## config.mk

```make
export PLATFORM = sky130hd
export DESIGN_NAME = frame_seq
export DESIGN_NICKNAME = d
export VERILOG_FILES = /design/src/rtl/frame_seq.sv
export SDC_FILE = /design/constraint.sdc
export NUM_CORES = 1
export LEC_CHECK = 0
export ABC_AREA = 1
export CAP_MARGIN = 10
export CORE_MARGIN = 4
export CORE_UTILIZATION = 55
export DETAILED_ROUTE_END_ITERATION = 8
export PLACE_DENSITY = 0.75
export RECOVER_POWER = 25
export SYNTH_ARGS = -nofsm -noshare
export SYNTH_HDL_FRONTEND = slang
export SYNTH_SLANG_ARGS = --single-unit
```

## constraint.sdc

```tcl
create_clock -name clk -period 2.9 [get_ports clk]
set_clock_uncertainty 0.05 [all_clocks]
set_input_delay 0.725 -clock clk [delete_from_list [all_inputs] [get_ports clk]]
set_output_delay 0.725 -clock clk [all_outputs]
set_load 0.05 [all_outputs]
```

## src/rtl/frame_seq.sv

```systemverilog
`timescale 1ns/1ps
// frame_seq: animation frame sequencer feeding the 7-segment frame decoders.
// A prescaler produces one tick every TICK_DIV cycles. Each tick (or a single
// step while paused) advances the 5-bit frame index using one of three
// playback modes: one-shot, loop or ping-pong.
module frame_seq #(
    parameter int TICK_DIV   = 25000000,
    parameter int LAST_FRAME = 31
) (
    input  logic       clk,
    input  logic       rst_n,
    input  logic       start,
    input  logic       stop,
    input  logic       pause,
    input  logic       step,
    input  logic [1:0] mode,
    output logic [4:0] idx,
    output logic       busy,
    output logic       frame_strobe,
    output logic       done
);

    // Prescaler only needs to reach TICK_DIV-1, so clog2 bits never overflow.
    localparam int              PW        = $clog2(TICK_DIV);
    localparam logic [PW-1:0]   PRESC_MAX = PW'(TICK_DIV - 1);
    localparam logic [4:0]      LAST_IDX  = 5'(LAST_FRAME);

    // Playback modes as latched at start; code 3 falls through to loop.
    localparam logic [1:0] MODE_ONESHOT  = 2'd0;
    localparam logic [1:0] MODE_PINGPONG = 2'd2;

    typedef enum logic [1:0] {
        ST_IDLE  = 2'd0,
        ST_RUN   = 2'd1,
        ST_PAUSE = 2'd2,
        ST_DONE  = 2'd3
    } state_t;

    state_t        state_reg,  state_next;
    logic [4:0]    idx_reg,    idx_next;
    logic [PW-1:0] presc_reg,  presc_next;
    logic          dir_down_reg, dir_down_next;
    logic [1:0]    mode_reg,   mode_next;
    logic          busy_reg,   busy_next;
    logic          strobe_reg, strobe_next;
    logic          done_reg,   done_next;

    // Result of one advance from the current frame (used by both tick and step).
    logic [4:0]    adv_idx;
    logic          adv_dir_down;
    logic          adv_finish;
    logic          do_adv;

    // Advance rule: what the next frame would be if a tick/step happened now.
    always_comb begin
        adv_idx      = idx_reg;
        adv_dir_down = dir_down_reg;
        adv_finish   = 1'b0;
        case (mode_reg)
            MODE_ONESHOT: begin
                // Reaching the end does not move idx; it finishes playback instead.
                if (idx_reg == LAST_IDX) begin
                    adv_finish = 1'b1;
                end else begin
                    adv_idx = idx_reg + 5'd1;
                end
            end
            MODE_PINGPONG: begin
                // Endpoints are shown once: turn around and step immediately.
                if (!dir_down_reg) begin
                    if (idx_reg == LAST_IDX) begin
                        adv_dir_down = 1'b1;
                        adv_idx      = LAST_IDX - 5'd1;
                    end else begin
                        adv_idx = idx_reg + 5'd1;
                    end
                end else begin
                    if (idx_reg == 5'd0) begin
                        adv_dir_down = 1'b0;
                        adv_idx      = 5'd1;
                    end else begin
                        adv_idx = idx_reg - 5'd1;
                    end
                end
            end
            default: begin
                // Loop (mode 1 and the unused code 3).
                if (idx_reg == LAST_IDX) begin
                    adv_idx = 5'd0;
                end else begin
                    adv_idx = idx_reg + 5'd1;
                end
            end
        endcase
    end

    // Next-state and output logic; priority is stop > start > tick/step > pause.
    always_comb begin
        state_next    = state_reg;
        idx_next      = idx_reg;
        presc_next    = presc_reg;
        dir_down_next = dir_down_reg;
        mode_next     = mode_reg;
        strobe_next   = 1'b0;
        done_next     = 1'b0;
        do_adv        = 1'b0;

        if (stop) begin
            state_next = ST_IDLE;
            idx_next   = 5'd0;
            presc_next = '0;
        end else if (start) begin
            // Restart from frame 0; strobe only if the visible index moves.
            state_next    = ST_RUN;
            idx_next      = 5'd0;
            presc_next    = '0;
            dir_down_next = 1'b0;
            mode_next     = mode;
            strobe_next   = (idx_reg != 5'd0);
        end else begin
            case (state_reg)
                ST_IDLE: begin
                    idx_next   = 5'd0;
                    presc_next = '0;
                end
                ST_RUN: begin
                    if (presc_reg == PRESC_MAX) begin
                        presc_next = '0;
                        do_adv     = 1'b1;
                    end else begin
                        presc_next = presc_reg + PW'(1);
                    end
                    // A tick on the pause edge still happens (handled below).
                    if (pause) begin
                        state_next = ST_PAUSE;
                    end
                end
                ST_PAUSE: begin
                    // Prescaler stays frozen so resuming keeps the frame phase.
                    do_adv = step;
                    if (!pause) begin
                        state_next = ST_RUN;
                    end
                end
                ST_DONE: begin
                    // Hold the last frame until start or stop.
                end
                default: begin
                    state_next = ST_IDLE;
                end
            endcase
        end

        if (do_adv) begin
            if (adv_finish) begin
                state_next = ST_DONE;
                done_next  = 1'b1;
            end else begin
                idx_next      = adv_idx;
                dir_down_next = adv_dir_down;
                strobe_next   = 1'b1;
            end
        end

        busy_next = (state_next == ST_RUN) || (state_next == ST_PAUSE);
    end

    // State and output registers with synchronous active-low reset.
    always_ff @(posedge clk) begin
        if (!rst_n) begin
            state_reg    <= ST_IDLE;
            idx_reg      <= 5'd0;
            presc_reg    <= '0;
            dir_down_reg <= 1'b0;
            mode_reg     <= 2'd0;
            busy_reg     <= 1'b0;
            strobe_reg   <= 1'b0;
            done_reg     <= 1'b0;
        end else begin
            state_reg    <= state_next;
            idx_reg      <= idx_next;
            presc_reg    <= presc_next;
            dir_down_reg <= dir_down_next;
            mode_reg     <= mode_next;
            busy_reg     <= busy_next;
            strobe_reg   <= strobe_next;
            done_reg     <= done_next;
        end
    end

    assign idx          = idx_reg;
    assign busy         = busy_reg;
    assign frame_strobe = strobe_reg;
    assign done         = done_reg;

endmodule

```

==> impl_metrics.ini <==
[status]
status = completed

[timing]
worst_pin_slew_ns = 0.521
tns_ns = 0
fmax_mhz = 410
hold_viol_final = 0
finalCriticalPeriod_ns = 2.44
setup-violations-final = 0
max_slew_margin_pct = 65.1
maxSlewViolCount = 0
rsz0062_at_grt = no
post-route-period-util_pct = 84.0

[floorplanning]
dieArea_sq_um = 5670
rows = 24
start_util_pct = 56.8
die_h_um = 75.3
die_w_um = 75.3
coreArea_sq_um = 4380
ios = 16

[placement]
dp.cells = 440
hpwl_mm = 4.48
port_buffers = 15
gp_congestion = 0.896
dpl_cell_area_sq_um = 2680

[synthesis]
synth-main-ff-cell = dfxtp_1
ys_warn_count = 0
async_flop_share_pct = 0
synth_seq_cells = 38
synth_seq_area_share_pct = 30.5
netlist_area_sq_um = 2490
syn_nets = 395
postSynthAreaPerCell_sq_um = 6.57
synth.distinct_cells = 41
synth_edf_count = 0
synthCells = 379

[global_route]
use_met3_pct = 4.35
antenna_found_initial = 0
grt_max_degree = 21
grt_most_used_layer = met2
grt_overflow_total = 0
use_met1_pct = 25.9
grt_pass1_wl_mm = 9.94
grtUsageMet2_pct = 40.8
track_usage_pct = 22.4
grt_pass1_vias = 2338

[cts]
cts.sink_count = 38
cts_buffers = 5
ctsHoldBuffers = 0
tritoncts = yes
postCtsSetupBuffers = 0
cts-resized-gates = 0
clk_latency_ns = 0.30
cts_root_buffer = clkbuf_8
clock_path_buffers = 2
path_clk_slew_ns = 0.07
h-tree-depth = 2

[worst_setup_path]
worst-path-buf-inv = 1
max_stage_delay_ns = 0.87
crit_arrival_ns = 1.66
crit_chain = clkdlybuf4s50_1
path_max_fanout = 8
crit_required_ns = 2.12
slowest_stage = clkdlybuf4s50_1
endpoint_kind = output port
path_class = reg2out
cpLargestDelayFamily = buffers and inverters
critPathLaunchType = register

[finish]
area_growth_pct = 11.3
num-fill-cells = 415
antenna-diode-count = 0
layout_common_cells = nand2_1 (89), nor2_1 (41), inv_1 (40)
multi_input_area_sq_um = 1510
fin_nets = 411
final_cells = 448
drive_gt1_share_pct = 10.1
seq_area_sq_um = 761
layout_commonest_cell = nand2_1
stdcell_area_sq_um = 2770
largest_register_ffs = 25

[drt]
vias = 2515
drt_wl_total_mm = 5.92
postRouteAntennaNets = 0
viasPerCell = 5.61
wire_per_inst_um = 13.2
drc = 0
drtIter0Drc = 116
dr.pass1.iters = 5

[pwr]
power.density_nw_per_um2 = 373
vdd_drop_max_v = 0.000280
leakagePower_nw = 0.992

[run]
drv_cap = 0

[hold_path]
hp-class = reg2reg
[cell type report]
cell class                 instances  share of cell area [%]
multi-input combinational        288                    54.4
sequential                        38                    27.4
inverter                          46                    6.23
timing repair buffer              16                    5.69
clock buffer                       5                    2.48
tap                               52                    2.35
clock inverter                     3                    1.44
[worst reg2reg max path, cell delays in order, from the launching register on]
cell,delay (ns)
dfxtp_1,0.36
ha_1,0.26
nand2_2,0.10
nor2_2,0.04
nand2_2,0.09
nor2_4,0.06
a21boi_4,0.41
inv_2,0.16
nand2_1,0.12
nand2_1,0.13
nor3b_1,0.23
[report_power, final]
| group | switching [mW] | internal [mW] |
|---|---|---|
| logic | 0.0391 | 0.0202 |
| registers | 0.00234 | 0.525 |
| clock network | 0.194 | 0.253 |
| total | 0.236 | 0.798 |
[final timing paths]
path	startpoint	to	slack, ns	depth (start not counted)
max	idx[2]$_SDFFE_PN0P_	idx[2]	0.46	1
min	mode_reg[1]$_SDFFE_PN0P_	mode_reg[1]$_SDFFE_PN0P_	0.43	2
max reg2reg	presc_reg[0]$_SDFFE_PP0P_	presc_reg[6]$_SDFFE_PP0P_	0.81	10
min reg2reg	mode_reg[1]$_SDFFE_PN0P_	mode_reg[1]$_SDFFE_PN0P_	0.43	2
[cells by family after synthesis]
family | share of synthesized area (%)
AND/OR/NAND/NOR | 39.7
AO/OA/AOI/OAI | 15.2
buffers and inverters | 8.44
flip-flops | 30.5
adder cells (fa/ha/maj) | 4.02
XOR/XNOR | 2.11
[layer usage]
metal  part of all wire (%)  wire length [um]
met3                    5.1               304
met5                      0                 0
met1                     43              2530
met2                     49              2930
met4                    2.6               153
[synth_stat cells, types with 3 or more instances]
| master | instances | area share, % |
|---|---|---|
| nand2_1 | 89 | 13 |
| nor2_1 | 41 | 6.2 |
| inv_1 | 39 | 5.9 |
| dfxtp_1 | 38 | 31 |
| a21oi_1 | 28 | 5.6 |
| nand3_1 | 26 | 5.2 |
| o21ai_0 | 21 | 4.2 |
| nor3_1 | 12 | 2.4 |
| ha_1 | 8 | 4.0 |
| nand2_2 | 8 | 2.0 |
| inv_2 | 7 | 1.1 |
| nand4_1 | 7 | 1.8 |
| nor2_2 | 6 | 1.5 |
| nand3_2 | 5 | 2.0 |
| xnor2_1 | 4 | 1.4 |
| buf_2 | 3 | 0.60 |
| nor2_4 | 3 | 1.4 |
| o21ai_1 | 3 | 0.60 |
[stage by stage]
stage / utilization [%] / hold WS (ns) / setup WS [ns] / power [mW]
after floorplan: - / 0.394 / 0.886 / 0.575
after global placement: 61.0 / 0.413 / 0.419 / 0.598
after detailed placement: 61.0 / 0.421 / 0.347 / 0.599
after CTS: 63.5 / 0.432 / 0.439 / 1.05
after global routing: 63.2 / 0.454 / 0.249 / 1.07
final: 63.2 / 0.429 / 0.463 / 1.03
Note: power is estimated with default switching activity, not from simulation.
